File: src/rtl/i2s_receiver.sv
// 16-bit stereo I2S capture path: oversamples BCLK/LRCK/SDATA on CLOCK_50 and publishes
// left/right pairs with a one-cycle valid strobe, plus framing-error and link-idle status.
module i2s_receiver #(
  parameter int unsigned SAMPLE_WIDTH   = 16,
  parameter int unsigned TIMEOUT_CYCLES = 256
) (
  input  logic                    CLOCK_50,
  input  logic                    reset_n,
  input  logic                    i2sBitClock,
  input  logic                    i2sLeftRightSelect,
  input  logic                    i2sSoundData,
  output logic [SAMPLE_WIDTH-1:0] leftSample,
  output logic [SAMPLE_WIDTH-1:0] rightSample,
  output logic                    sampleValid,
  output logic                    frameError,
  output logic                    linkActive
);

  localparam int unsigned IdleW = $clog2(TIMEOUT_CYCLES + 1);
  localparam int unsigned CntW  = 6;

  // Equal synchronizer depth on all pins keeps LRCK/SDATA aligned with the BCLK edge.
  logic [2:0] bclk_sync_q;
  logic [1:0] lr_sync_q;
  logic [1:0] sd_sync_q;

  logic [SAMPLE_WIDTH-2:0] shift_q, shift_d;
  logic [CntW-1:0]         bit_cnt_q, bit_cnt_d;
  logic [SAMPLE_WIDTH-1:0] hold_q, hold_d;
  logic                    held_q, held_d;
  logic                    prev_lr_q, prev_lr_d;
  logic                    synced_q, synced_d;
  logic [IdleW-1:0]        idle_q, idle_d;
  logic [SAMPLE_WIDTH-1:0] left_q, left_d;
  logic [SAMPLE_WIDTH-1:0] right_q, right_d;
  logic                    valid_q, valid_d;
  logic                    err_q, err_d;
  logic                    link_q, link_d;

  logic                    rise;
  logic                    lr;
  logic [SAMPLE_WIDTH-1:0] word;

  assign rise = bclk_sync_q[1] & ~bclk_sync_q[2];
  assign lr   = lr_sync_q[1];
  assign word = {shift_q, sd_sync_q[1]};

  always_comb begin
    shift_d   = shift_q;
    bit_cnt_d = bit_cnt_q;
    hold_d    = hold_q;
    held_d    = held_q;
    prev_lr_d = prev_lr_q;
    synced_d  = synced_q;
    idle_d    = idle_q;
    left_d    = left_q;
    right_d   = right_q;
    link_d    = link_q;
    valid_d   = 1'b0;
    err_d     = 1'b0;

    if (rise) begin
      shift_d   = word[SAMPLE_WIDTH-2:0];
      idle_d    = '0;
      link_d    = 1'b1;
      prev_lr_d = lr;
      bit_cnt_d = (bit_cnt_q == {CntW{1'b1}}) ? bit_cnt_q : bit_cnt_q + CntW'(1);
      if (lr != prev_lr_q) begin
        // The bit just shifted in is the LSB of the word for channel prev_lr_q.
        bit_cnt_d = '0;
        if (!synced_q) begin
          synced_d = 1'b1;
        end else if (bit_cnt_q == CntW'(SAMPLE_WIDTH - 1)) begin
          if (!prev_lr_q) begin
            hold_d = word;
            held_d = 1'b1;
          end else if (held_q) begin
            left_d  = hold_q;
            right_d = word;
            valid_d = 1'b1;
            held_d  = 1'b0;
          end
        end else begin
          err_d  = 1'b1;
          held_d = 1'b0;
        end
      end
    end else begin
      if (idle_q != IdleW'(TIMEOUT_CYCLES)) begin
        idle_d = idle_q + IdleW'(1);
      end
      if (idle_d == IdleW'(TIMEOUT_CYCLES)) begin
        link_d    = 1'b0;
        synced_d  = 1'b0;
        bit_cnt_d = '0;
        held_d    = 1'b0;
      end
    end
  end

  always_ff @(posedge CLOCK_50 or negedge reset_n) begin
    if (!reset_n) begin
      bclk_sync_q <= '0;
      lr_sync_q   <= '0;
      sd_sync_q   <= '0;
      shift_q     <= '0;
      bit_cnt_q   <= '0;
      hold_q      <= '0;
      held_q      <= 1'b0;
      prev_lr_q   <= 1'b0;
      synced_q    <= 1'b0;
      idle_q      <= '0;
      left_q      <= '0;
      right_q     <= '0;
      valid_q     <= 1'b0;
      err_q       <= 1'b0;
      link_q      <= 1'b0;
    end else begin
      bclk_sync_q <= {bclk_sync_q[1:0], i2sBitClock};
      lr_sync_q   <= {lr_sync_q[0], i2sLeftRightSelect};
      sd_sync_q   <= {sd_sync_q[0], i2sSoundData};
      shift_q     <= shift_d;
      bit_cnt_q   <= bit_cnt_d;
      hold_q      <= hold_d;
      held_q      <= held_d;
      prev_lr_q   <= prev_lr_d;
      synced_q    <= synced_d;
      idle_q      <= idle_d;
      left_q      <= left_d;
      right_q     <= right_d;
      valid_q     <= valid_d;
      err_q       <= err_d;
      link_q      <= link_d;
    end
  end

  assign leftSample  = left_q;
  assign rightSample = right_q;
  assign sampleValid = valid_q;
  assign frameError  = err_q;
  assign linkActive  = link_q;

endmodule

File: config.mk
export PLATFORM = sky130hd
export DESIGN_NAME = i2s_receiver
export DESIGN_NICKNAME = d
export VERILOG_FILES = /design/src/rtl/i2s_receiver.sv
export SDC_FILE = /design/constraint.sdc
export NUM_CORES = 1
export LEC_CHECK = 0
export CORE_MARGIN = 2
export CORE_UTILIZATION = 55
export DETAILED_ROUTE_END_ITERATION = 8
export PLACE_DENSITY = 0.83
export SYNTH_ARGS = -nofsm -noshare
export SYNTH_HDL_FRONTEND = slang
export SYNTH_SLANG_ARGS = --single-unit
File: constraint.sdc
create_clock -name CLOCK_50 -period 4.7 [get_ports CLOCK_50]
set_input_delay 1.175 -clock CLOCK_50 [delete_from_list [all_inputs] [get_ports CLOCK_50]]
set_output_delay 1.175 -clock CLOCK_50 [all_outputs]
set_load 0.005 [all_outputs]
* Word level (Yosys, flattened, before mapping) *
Index checks and enable logic that the tools add are counted.

word-level totals
  flip-flop bits (word level) = 91
  bits of input ports = 5
  output and inout port bits = 35
  word-level logic and storage cells = 60

cells by class
  add/sub/neg operators = 2
  equal/unequal tests = 8
  muxes and demuxes = 26
  bitwise operators = 3
  reductions and logical operators = 6

operator list
  cell                                                   number
  2-to-1 mux 9 bit                                       3
  2-to-1 mux 6 bit                                       4
  2-to-1 mux 1 bit                                       19
  adder 9 x 1 -> 9 bit, second input constant            1
  == test 9 bit, second input constant                   1
  inequality test 9 bit, second input constant           1
  adder 6 x 1 -> 6 bit, second input constant            1
  == test 6 x 4 -> 1 bit, second input constant          1
  == test 6 bit, second input constant                   1
  AND reduction 6 bit                                    1
  AND reduction 5 bit                                    1
  AND reduction 2 bit                                    2
  inequality test 3 x 2 -> 1 bit, second input constant  1
  AND reduction 3 bit                                    1
  inequality test 2 x 1 -> 1 bit, second input constant  1
  inequality test 2 bit, second input constant           1
  NOT 1 bit                                              2
  nonzero test 2 bit                                     1
  AND 1 bit                                              1
  inequality test 1 bit                                  1

* Logic depth before layout (Yosys ltp) *
Gate-level depths: netlist (run 1).

  depth in word-level cells = 6
  depth in mapped cells = 8
  mapped depth without buffers = 6

* Least setup slack after synthesis (run 1) *
OpenSTA, ideal clock, no wires.

  path type = register to register
  start = reg bclk_sync_q[1]
  end = reg hold_q[10]
  setup time = 125 ps
  arrival = 1,881 ps
  required time = 4,575 ps
  setup slack = 2,695 ps
  cell stages (with the launch flop) = 7
  path buffers = 2
  period minus slack after synthesis = 2,005 ps
  cells stage by stage = dfrtp_1 > nor2b_1 > clkbuf_1 > nand3_1 > nor3b_2 > buf_4 > mux2_2

between the ends
  longest elaborated chain between the ends = 2

ends and longest elaborated chain
  element                               line  RTL
  start: declaration                    23    logic [2:0] bclk_sync_q;
  start signal: assignment              119   bclk_sync_q <= {bclk_sync_q[1:0], i2sBitClock};
  AND 1 bit                             44    assign rise = bclk_sync_q[1] & ~bclk_sync_q[2];
  AND reduction 5 bit (no source line)  n/a
  end signal: assignment                124   hold_q <= hold_d;
  end: declaration                      29    logic [SAMPLE_WIDTH-1:0] hold_q, hold_d;

Every way passes these cells.
A chain may end at the register's enable or synchronous reset.

* Worst setup path after layout (run 1) *
  start = reg link_q (netlist: linkActive)
  end = out linkActive

RTL lines
  element                   line  RTL
  start: declaration        38    logic link_q, link_d;
  start signal: assignment  133   link_q <= link_d;
  end: declaration          16    output logic linkActive

No word-level cell between the ends.

==> results by group, run 1 <==
Die
  – Die Span Y: 85.7 um
  – Starting Density: 57.5%
  – Site row count: 29
  – Die X: 85.7 um
  – Die footprint: 7350 um^2
  – Core footprint: 6390 um^2
  – Io pins: 40

Timing
  – Tmin final: 2.42 ns
  – Slew of the pin with the lowest slew margin: 0.922 ns
  – Setup-failing EPs final: 0
  – Fin Clk Skew: 0.0116 ns
  – Fin Setup TNS: 0 ns
  – Max-slew violations: 0
  – Unrepaired setup endpoints after global routing: false
  – F_max: 413 MHz
  – Endpoints failing hold: 0
  – Crit share post-route: 51.5%
  – Worst slew margin: 38.6%

Final layout
  – Net total in the final layout: 350
  – Fin cells: 424
  – Fillers: 455
  – Ant diodes: 0
  – Area grow syn2layout: 18.7%
  – Layout cells sized above 1: 21.0%
  – Final Util: 68.2%

CTS
  – Worst skew pair latency: 0.36 ns
  – Root buf cell: clkbuf_8
  – Hold-fix buffers at CTS: 0
  – CTS tree: done
  – Clock transition at the registers of the reported paths: 0.09 ns
  – Inserted Clock Buffers: 9
  – Postcts setup bufs: 0
  – PostCTS Resize Cnt: 0
  – Clock Path Buffers: 2
  – TritonCTS Sinks: 91
  – Max H-tree Level: 3

Worst setup path
  – Crit path DAT: 1.25 ns
  – Setup crit end kind: output pin
  – Max incr delay on CP: 0.51 ns
  – Kind of critical path: reg -> out
  – Critical Path RT: 3.52 ns
  – Worst-path cell with the longest stage delay: clkdlybuf4s50_1
  – Worst Path Buf+Inv: 1
  – Critical path startpoint category: flip-flop
  – Crit path max-delay family: buffers and inverters
  – CP Max Fanout: 2
  – CP cell instances: clkdlybuf4s50_1

Logic synthesis
  – Mux share of post-synthesis cell area: 15.0%
  – Sequential area share after synthesis: 62.0%
  – Seq cells post-synth: 91
  – Yosys top cell area share: 62.0%
  – Avg Cell Area, Syn: 12.2 um^2
  – Gate Count Post-Synth: 300
  – Post-Synth Simple-Gate Area: 12.3%
  – Yosys warning count: 0
  – Top post-synthesis cells by area: dfrtp_1, mux2_2, nand2_1
  – Largest family of logic cells by synthesized area: multiplexers
  – Post-synthesis adder-cell area fraction: 1.02%
  – Synthesized Nets: 308
  – Compound-gate portion of the synthesized area: 6.00%
  – Mapped Area: 3670 um^2
  – Largest area contributor in the synthesized netlist: dfrtp_1
  – Post-synthesis xor/xnor area fraction: 1.43%
  – Number of distinct library cells after synthesis: 35

Power and ir drop
  – Leakage: 2.10 nW
  – VDD IR max: 0.000246 V
  – PD cells: 368 nW/um^2

Global route
  – Initial antenna violation count: 0
  – GRT Resource Usage Total: 19.0%
  – Largest net degree at the start of global routing: 62
  – Grt total ovfl: 0
  – First-pass GRT wire length: 10,800 um
  – Vias in the first global route: 2,360

Route
  – Initial detailed-routing violation count: 142
  – Final ANT Viol Nets: 0
  – Via/cell ratio: 5.50
  – Via count: 2,334
  – # DRC: 0
  – WL final: 6310 um
  – Per-cell routed wire length: 14.9 um
  – Drt pass-1 iters: 4

Place
  – Routability cong.: 0.843
  – DP Cell Count: 408
  – Detailed placement HPWL: 4090 um
  – Buffers on Ports: 39

Worst hold path
  – Hold/Removal Path Class: reg -> reg

Flow run
  – Number of max-cap violations: 0

Run status
  – Status: finished clean
-- cell type report --
class / count / area (um^2) / share of cell area (%)
clock buffers: 10 / 128 / 2.93
clock inverters: 6 / 96.3 / 2.21
inverters: 7 / 26.3 / 0.603
multi-input cells: 190 / 1320 / 30.2
flip-flops and latches: 91 / 2280 / 52.3
well taps: 77 / 96.3 / 2.21
repair buffers: 43 / 418 / 9.59
-- final timing paths --
kind                                start         endpoint  slack, ns  cells past startpoint
min in group asynchronous         reset_n  rightSample[11]       0.88                      1
max                            linkActive       linkActive       2.28                      1
min                        bclk_sync_q[0]   bclk_sync_q[1]       0.35                      0
max reg2reg                bclk_sync_q[1]    leftSample[9]       2.47                      7
max in group asynchronous         reset_n       shift_q[7]       2.97                      2
min reg2reg                bclk_sync_q[0]   bclk_sync_q[1]       0.35                      0
-- sequential cells by signal, summed over array words and instances (netlist names) --
register	count
bclk_sync_q	3
frameError	1
sd_sync_q	2
sampleValid	1
shift_q	15
rightSample	16
idle_q	9
linkActive	1
held_q	1
lr_sync_q	2
synced_q	1
leftSample	16
prev_lr_q	1
hold_q	16
bit_cnt_q	6
-- layout by cell type (no fill, tap or decap), drive strengths merged, types with 2 or more instances in the layout --
| cell | instances |
|---|---|
| a21oi | 16 |
| a31oi | 2 |
| and3 | 3 |
| buf | 5 |
| bufinv | 2 |
| clkbuf | 10 |
| clkdlybuf4s50 | 38 |
| dfrtp | 91 |
| ha | 3 |
| inv | 9 |
| mux2 | 48 |
| nand2 | 53 |
| nand3 | 9 |
| nor2 | 14 |
| nor2b | 4 |
| nor3 | 3 |
| nor4b | 2 |
| o211ai | 2 |
| o21ai | 8 |
| o31ai | 3 |
| or3 | 4 |
| xnor2 | 2 |
| xor2 | 4 |
-- cells by family (layout without fill, tap and decap cells) --
family          count (synthesis)  in the layout
flops                          91             91
fa+ha+maj                       3              3
simple gates                   97             97
compound gates                 35             35
mux                            49             49
buf+inv                        19             66
xor+xnor                        6              6
-- per-layer routing --
layer  global-route usage [%]  wire length (um)  part of all wire (%)  vias up
li1                         -                 -                     -     1118
met1                     25.5              2910                    46     1167
met2                     30.5              3130                    50       39
met3                     3.27               138                   2.2       10
met4                     8.66               131                   2.1        0
met5                        0                 0                     0        -
-- power by group --
part | total [mW] | switching, mW | internal [mW]
clock | 0.587 | 0.281 | 0.306
sequential | 0.883 | 0.0549 | 0.828
combinational | 0.133 | 0.0814 | 0.0511
-- Yosys cell counts --
library cell	count
xor2_1	4
dfrtp_1	91
o21ai_1	1
o31ai_4	1
nor4b_2	1
mux2_2	48
buf_4	1
nand2_1	53
o21ai_0	7
nand2b_1	1
nor4b_1	1
a31oi_1	2
and3_1	3
nand4b_2	1
nand3_1	9
xnor2_1	2
o2111ai_1	1
nor3_1	3
ha_1	3
nor2b_1	4
and3b_1	1
or3_1	4
clkbuf_1	6
nor2_1	14
buf_2	5
o31ai_1	2
a21oi_1	16
nand4_1	1
nor3b_2	1
a221o_1	1
o211ai_1	2
inv_1	7
o21a_1	1
a311o_1	1
mux2i_1	1
-- stage by stage --
stage	total power [mW]	instance area [um^2]	setup WS (ns)	hold WS, ns
after floorplan	0.978	3670	2.69	0.331
after global placement	1.02	4130	2.51	0.333
after detailed placement	1.03	4130	2.49	0.337
after CTS	1.62	4360	2.25	0.356
after global routing	1.68	4360	2.22	0.366
final	1.60	4360	2.28	0.354
Note: power is estimated with default switching activity, not from simulation.
==> run 2, diff against run 1 <==
clock period = 2.3 ns   (was 4.7 ns; I/O delays follow)
==> results by group, run 2 (synthesized netlist as in run 1, its figures left out) <==
Run status
  – Status: finished clean

Route
  – Drt pass-1 iters: 4 (unchanged)
  – Per-cell routed wire length: 15.1 um (+1.3%)
  – WL final: 6460 um (+2.3%)
  – Initial detailed-routing violation count: 197 (+39%)
  – # DRC: 0 (unchanged)
  – Via/cell ratio: 5.57 (+1.2%)
  – Via count: 2,384 (+2.1%)
  – Final ANT Viol Nets: 0 (unchanged)

Worst setup path
  – Setup crit end kind: flip-flop
  – Crit path DAT: 2.40 ns (+1.15 ns)
  – Worst r2r src: idle_q[0]
  – Kind of critical path: reg -> reg
  – Crit Reg-Reg Endpoint: bit_cnt_q[0]
  – Worst Reg-to-Reg Cells: 6 (-1)
  – CP Max Fanout: 6 (+4)
  – Critical Path RT: 2.53 ns (-0.99 ns)
  – Critical path startpoint category: flip-flop
  – Setup slack, reg-to-reg: 0.13 ns (-2.34 ns)

Die
  – Die X: 85.7 um (unchanged)
  – Die Span Y: 85.7 um (unchanged)
  – Site row count: 29 (unchanged)
  – Die footprint: 7350 um^2 (unchanged)
  – Core footprint: 6390 um^2 (unchanged)
  – Starting Density: 57.5% (unchanged)
  – Io pins: 40 (unchanged)

Final layout
  – Layout cells sized above 1: 22.2% (+1.2 points)
  – Net total in the final layout: 354 (+1.1%)
  – Most frequent cells in the layout: dfrtp_1, nand2_1, mux2_2
  – Fin cells: 428 (+0.94%)
  – Ant diodes: 0 (unchanged)
  – Final Util: 68.8% (+0.55 points)
  – Most common cell after layout, fill and taps aside: dfrtp_1
  – Area grow syn2layout: 19.6%

CTS
  – Clock Path Buffers: 2 (unchanged)
  – PostCTS Resize Cnt: 0 (unchanged)
  – Inserted Clock Buffers: 9 (unchanged)
  – CTS tree: done
  – Hold-fix buffers at CTS: 0 (unchanged)
  – Clock transition at the registers of the reported paths: 0.09 ns (about the same)
  – Root buf cell: clkbuf_8
  – TritonCTS Sinks: 91 (unchanged)
  – Postcts setup bufs: 0 (unchanged)
  – Worst skew pair latency: 0.36 ns (about the same)
  – Max H-tree Level: 3 (unchanged)

Place
  – Buffers on Ports: 39 (unchanged)
  – Routability cong.: 0.821 (-2.5%)
  – DP Cell Count: 412 (+0.98%)
  – Detailed placement HPWL: 4280 um (+4.5%)

Timing
  – Crit share post-route: 94.2%
  – Unrepaired setup endpoints after global routing: false
  – Fin Setup TNS: 0 ns (unchanged)
  – Setup-failing EPs final: 0 (unchanged)
  – Worst slew margin: 61.6% (+23 points)
  – Slew of the pin with the lowest slew margin: 0.574 ns (-0.348 ns)
  – Max-slew violations: 0 (unchanged)
  – F_max: 462 MHz
  – Endpoints failing hold: 0 (unchanged)
  – Tmin final: 2.17 ns
  – Fin Clk Skew: 0.0114 ns (-0.000221 ns)

Power and ir drop
  – PD cells: 724 nW/um^2 (+97%)
  – VDD IR max: 0.000525 V (+110%)
  – Leakage: 2.11 nW (+0.49%)
  – Power after layout: 3.18 mW (+99%)

Flow run
  – Number of max-cap violations: 0 (unchanged)

Global route
  – Initial antenna violation count: 0 (unchanged)
  – Grt total ovfl: 0 (unchanged)
  – Largest net degree at the start of global routing: 57 (-8.1%)
  – First-pass GRT wire length: 11,100 um (+2.5%)
  – Vias in the first global route: 2,448 (+3.7%)
  – GRT Resource Usage Total: 19.8% (+0.79 points)

Worst hold path
  – Hold/Removal Path Class: in -> async
==> run 2: cell types whose count changed in the layout (fill, tap and decap cells not counted), sizes merged <==
cell | previous run | this run
buf | 5 | 9
bufinv | 2 | 1
clkinvlp | 1 | 2
==> run 2: per-layer routing <==
layer  routed length (um)  up-vias  global-route usage, %
met5                    0        -                      0
met4                  159        0                   9.96
met3                  231       13                   5.68
met2                 3200       47                   30.0
met1                 2860     1200                   26.2
li1                     -     1124                      -
==> run 2: per-stage QoR <==
stage	setup WS, ns	hold WS [ns]	cell area, um^2
2_1_floorplan	0.295	0.279	3670
3_3_place_gp	0.230	0.333	4190
3_5_place_dp	0.113	0.339	4190
4_1_cts	0.109	0.0352	4390
5_1_grt	0.0181	0.0351	4390
6_report	0.134	0.0475	4390
==> run 2: worst max-delay path by stage <==
stage	startpoint	endpoint	slack (ns)	cells past startpoint
4_1_cts	idle_q[0]	bit_cnt_q[0]	0.11	6
3_5_place_dp	idle_q[0]	bit_cnt_q[4]	0.11	6
5_1_grt	idle_q[0]	bit_cnt_q[4]	0.02	6
2_1_floorplan	bclk_sync_q[1]	hold_q[10]	0.29	6
3_3_place_gp	idle_q[0]	bit_cnt_q[0]	0.23	6
6_report	idle_q[0]	bit_cnt_q[0]	0.13	6
==> run 2: worst max-delay path: stages, from the launching register on <==
cell      delay, ns
dfrtp_1        0.45
ha_2           0.28
nand3_1        0.09
or3_1          0.34
a221o_1        0.38
o31ai_4        0.36
o211ai_1       0.13
==> run 2: final cells by class <==
type                            count  area (um^2)
Tap cell                           77         96.3
Clock inverter                      6         73.8
Sequential cell                    91         2280
Timing Repair Buffer               47          473
Inverter                            7         26.3
Clock buffer                       10          128
Fill cell                         457         1990
Multi-Input combinational cell    190         1320
==> run 2: power breakdown <==
part / total, mW / leakage [nW] / switching, mW / internal [mW]
sequential: 1.80 / 1.23 / 0.112 / 1.69
combinational: 0.284 / 0.787 / 0.173 / 0.111
clock: 1.09 / 0.0950 / 0.577 / 0.516
total: 3.18 / 2.11 / 0.862 / 2.32
==> run 3, diff against run 2 <==
CAP_MARGIN = 20   (was not set)
CORE_ASPECT_RATIO = 1.2   (was not set)
==> results by group, run 3 (synthesized netlist as in run 1, its figures left out) <==
Die
  – Die X: 78.6 um (-8.3%)
  – Starting Density: 57.0% (-0.54 points)
  – Die Span Y: 93.5 um (+9.1%)
  – Core footprint: 6450 um^2 (+0.94%)
  – Die footprint: 7350 um^2 (about the same)
  – Io pins: 40 (unchanged)
  – Site row count: 32 (+10%)

CTS
  – Worst skew pair latency: 0.35 ns (about the same)
  – Clock transition at the registers of the reported paths: 0.09 ns (about the same)
  – Max H-tree Level: 3 (unchanged)
  – Clock Path Buffers: 2 (unchanged)
  – TritonCTS Sinks: 91 (unchanged)
  – Root buf cell: clkbuf_8
  – CTS tree: done
  – Postcts setup bufs: 0 (unchanged)
  – Inserted Clock Buffers: 9 (unchanged)

Place
  – Routability cong.: 0.848 (+3.2%)
  – DP Cell Count: 421 (+2.2%)
  – Buffers on Ports: 39 (unchanged)
  – Area after DPL: 4220 um^2 (+0.72%)
  – Detailed placement HPWL: 4440 um (+3.7%)

Timing
  – Endpoints failing hold: 0 (unchanged)
  – Max-slew violations: 0 (unchanged)
  – Fin Setup TNS: 0 ns (unchanged)
  – Tmin final: 2.18 ns (+0.0141 ns)
  – Fin Clk Skew: 0.00830 ns (-0.00306 ns)
  – Slew of the pin with the lowest slew margin: 0.450 ns (-0.123 ns)
  – Setup-failing EPs final: 0 (unchanged)
  – F_max: 459 MHz (-0.65%)
  – Crit share post-route: 94.8% (+0.61 points)
  – Worst slew margin: 70.0% (+8.4 points)
  – Unrepaired setup endpoints after global routing: false

Power and ir drop
  – VDD IR max: 0.000374 V (-29%)
  – Leakage: 2.13 nW (+1.1%)
  – PD cells: 737 nW/um^2 (+1.8%)
  – Power after layout: 3.28 mW (+3.0%)

Worst setup path
  – CP Max Fanout: 6 (unchanged)
  – Critical path startpoint category: flip-flop
  – Critical Path RT: 2.52 ns (about the same)
  – Crit path DAT: 2.40 ns (about the same)
  – Setup crit end kind: flip-flop
  – Kind of critical path: reg -> reg

Final layout
  – Ant diodes: 0 (unchanged)
  – Most common cell after layout, fill and taps aside: dfrtp_1
  – Most frequent cells in the layout: dfrtp_1, nand2_1, mux2_2
  – Area grow syn2layout: 21.0%
  – Fillers: 430 (-5.9%)
  – Area taken by multi-input logic gates: 1320 um^2 (unchanged)
  – Fin cells: 437 (+2.1%)
  – FF/Latch Area: 2280 um^2 (unchanged)
  – Design area: 4440 um^2 (+1.2%)
  – Net total in the final layout: 355 (+0.28%)
  – Layout cells sized above 1: 22.7% (+0.51 points)

Route
  – Via count: 2,415 (+1.3%)
  – # DRC: 0 (unchanged)
  – Drt pass-1 iters: 4 (unchanged)
  – Via/cell ratio: 5.53 (-0.79%)
  – Per-cell routed wire length: 15.3 um (+1.5%)
  – Final ANT Viol Nets: 0 (unchanged)
  – WL final: 6690 um (+3.6%)
  – Initial detailed-routing violation count: 259 (+31%)

Global route
  – First-pass GRT wire length: 11,400 um (+2.9%)
  – Vias in the first global route: 2,491 (+1.8%)
  – GRT Resource Usage Total: 20.2% (+0.40 points)
  – Initial antenna violation count: 0 (unchanged)
  – Largest net degree at the start of global routing: 44 (-23%)
  – Grt total ovfl: 0 (unchanged)

Run status
  – Status: finished clean

Flow run
  – Number of max-cap violations: 0 (unchanged)

Worst hold path
  – Hold/Removal Path Class: in -> async
[run 3: cell count changes in the layout (fill, tap and decap cells not counted), sizes merged]
cell,before,now
clkinv,1,2
buf,9,10
clkbuf,10,9
bufinv,1,2
clkinvlp,2,1
[run 3: metrics by stage]
step	hold slack [ns]	setup WS (ns)	utilization, %
global route	0.176	0.0144	68.9
floorplan	0.279	0.295	-
global placement	0.333	0.224	65.5
CTS	0.162	0.128	68.9
detailed placement	0.341	0.134	65.5
finish	0.163	0.120	68.9
[run 3: where the power goes]
| part | total [mW] | switching, mW | internal, mW | leakage [nW] |
|---|---|---|---|---|
| sequential | 1.81 | 0.116 | 1.69 | 1.23 |
| clock | 1.18 | 0.563 | 0.619 | 0.110 |
| combinational | 0.285 | 0.172 | 0.112 | 0.795 |
[run 3: repair_timing]
action | CTS | global route
gates resized for setup | 0 | 1
hold buffers | 0 | 0
setup endpoints to repair | 0 | 5
[run 3: critical path, stage by stage, from the launching register on]
cell	delay, ns
dfrtp_1	0.46
ha_2	0.27
nand3_1	0.10
or3_1	0.34
a221o_1	0.38
o31ai_4	0.37
a21oi_1	0.14
[run 3: routing by layer]
| layer | share of wire, % | track usage [%] |
|---|---|---|
| met3 | 3.6 | 5.21 |
| met4 | 1.0 | 8.04 |
| met5 | 0 | 0 |
| met2 | 54 | 35.1 |
| met1 | 41 | 23.7 |
[run 3: final timing paths]
kind | slack (ns) | start | depth (start not counted) | endpoint
max | 0.12 | idle_q[0] | 6 | bit_cnt_q[5]
max in group asynchronous | 1.55 | reset_n | 2 | prev_lr_q
min reg2reg | 0.36 | sd_sync_q[0] | 0 | sd_sync_q[1]
min in group CLOCK_50 | 0.36 | sd_sync_q[0] | 0 | sd_sync_q[1]
min | 0.16 | reset_n | 1 | leftSample[3]
max reg2reg | 0.12 | idle_q[0] | 6 | bit_cnt_q[5]
[run 3: final cells by class]
type                       count  share of cell area (%)
sequential                    91                    51.2
multi-input combinational    190                    29.7
timing repair buffer          48                    11.1
clock buffer                   9                    2.79
tap                           85                    2.39
clock inverter                 7                    2.22
inverter                       7                   0.591
==> RTL edit: new RTL, flow settings as in run 1 <==
`TIMEOUT_CYCLES`: 256 -> 128.
--- a/src/rtl/i2s_receiver.sv
+++ b/src/rtl/i2s_receiver.sv
@@ -2,7 +2,7 @@
 // left/right pairs with a one-cycle valid strobe, plus framing-error and link-idle status.
 module i2s_receiver #(
   parameter int unsigned SAMPLE_WIDTH   = 16,
-  parameter int unsigned TIMEOUT_CYCLES = 256
+  parameter int unsigned TIMEOUT_CYCLES = 128
 ) (
   input  logic                    CLOCK_50,
   input  logic                    reset_n,
Check against the original RTL: same outputs for any inputs over 10 cycles, from zero or initial values and one cycle with reset_n low; that may be too few to reach the edited logic, so the function may still have changed.
==> RTL edit against run 1 <==
  * Non-clock buffer count shrank 4
  * Design area grew 0.57%
  * Combinational power shrank 8%
  * Critical path depth grew 5
  * Wire length shrank 3.5%
  * Sequential power is essentially flat
  * Setup slack lost 0.18 ns
  * Area after synthesis grew 4.7%
  * Sequential cell count shrank 1
  * Clock skew grew 0.0010 ns
  * Via count shrank 4.1%
  * Utilization shrank 3.7 points
  * Power shrank 8.9%
  * Global-route usage shrank 1.3 points
==> RTL edit: results <==
{
  "status": "finished, final reports clean",
  "crit_required_ns": 4.94,
  "cp_top_family": "simple AND/OR/NAND/NOR gates",
  "cts_num_sinks": 90,
  "clockNetworkAreaShare_pct": 3.85,
  "vdd_drop_max_mv": 0.167,
  "hold_viol": 0,
  "grt_start_max_net_pins": 91,
  "insertion_delay_ns": 0.36,
  "post-cts-setup-buffers": 0,
  "register_area_um2": 2250,
  "inv_count": 4,
  "synthTopCellsByArea": "dfrtp_1, mux2_4, nand2_1",
  "antenna_found_initial": 0,
  "bufAreaShareNonClock_pct": 8.85,
  "grt_util_met2_pct": 27.3,
  "path_clk_slew_ns": 0.08,
  "filler_cell_count": 513,
  "use_met1_pct": 24.4,
  "synthTopCellsByCount": "dfrtp_1, nand2_1, mux2_4, nor2_1",
  "switching_share_pct": 27.1,
  "n_all_buffers": 39,
  "cp_max_fo": 33,
  "met2_length_um": 2930,
  "clock_skew_ns": 0.0126,
  "drive_above_1_share_pct": 20.7,
  "critPathMaxStageDelay_ns": 0.91,
  "grt_pass1_wl_um": 10400,
  "ys.warnings.count": 0,
  "seq_area_frac_synth_pct": 58.6,
  "crit_slowest_cell": "or3_2",
  "grtUsageTotal_pct": 17.7,
  "top_layer": "met4",
  "htreeDepth": 3,
  "grt_pass1_vias": 2217,
  "place_congestion": 0.715,
  "async_reset_ff_share_pct": 100,
  "grtUsageMet3_pct": 3.49,
  "drt_iter0_markers": 126,
  "syn_nets": 300,
  "place_hpwl_um": 3920,
  "wl_met3_um": 196,
  "multi_input_comb_cells": 185,
  "synth.distinct_cells": 40,
  "first_pass_iters": 5,
  "drt-total-wl_um": 6090,
  "leakage_nw": 2.20,
  "fin_nets": 337,
  "multi_input_area_share_pct": 32.8,
  "avgViaCountPerCell": 5.22,
  "wl_met1_um": 2890,
  "slew_headroom_pct": 27.9,
  "diodes": 0
}
RTL edit: kinds of logic after synthesis:
group	after synthesis	synth area share, %
fa+ha+maj	3	0.977
mux	49	18.1
buf+inv	17	4.00
compound gates	24	3.97
flops	90	58.6
xor+xnor	11	2.51
simple gates	98	11.8
RTL edit: metrics by stage:
step | instance area, um2 | setup slack, ns | cells | utilization [%] | total power (W)
after global routing | 4380 | 1.97 | 429 | 64.5 | 0.00154
after detailed placement | 4210 | 2.10 | 414 | 62.0 | 0.00102
after floorplan | 3840 | 2.62 | 292 | - | 0.000975
after CTS | 4380 | 2.09 | 429 | 64.5 | 0.00147
after global placement | 4210 | 2.17 | 414 | 62.0 | 0.00101
final | 4380 | 2.09 | 429 | 64.5 | 0.00146
RTL edit: final timing paths:
| check | startpoint | to | slack, ns | cells after the start |
|---|---|---|---|---|
| worst max-delay path | bit_cnt_q[0] | leftSample[6] | 2.09 | 6 |
| worst min-delay path | sd_sync_q[0] | sd_sync_q[1] | 0.35 | 0 |
| worst max register to register | bit_cnt_q[0] | leftSample[6] | 2.09 | 6 |
| worst min register to register | sd_sync_q[0] | sd_sync_q[1] | 0.35 | 0 |
| max in group asynchronous | reset_n | synced_q | 2.99 | 1 |
| min in group asynchronous | reset_n | leftSample[9] | 1.02 | 1 |
RTL edit: power groups by stage:
stage / Clock (W) / Sequential, W / Combinational [W]
final: 0.000456 / 0.000880 / 0.000123
after floorplan: 0 / 0.000869 / 0.000105
after global routing: 0.000500 / 0.000890 / 0.000147
after detailed placement: 0 / 0.000896 / 0.000124
after CTS: 0.000469 / 0.000880 / 0.000125
after global placement: 0 / 0.000892 / 0.000119
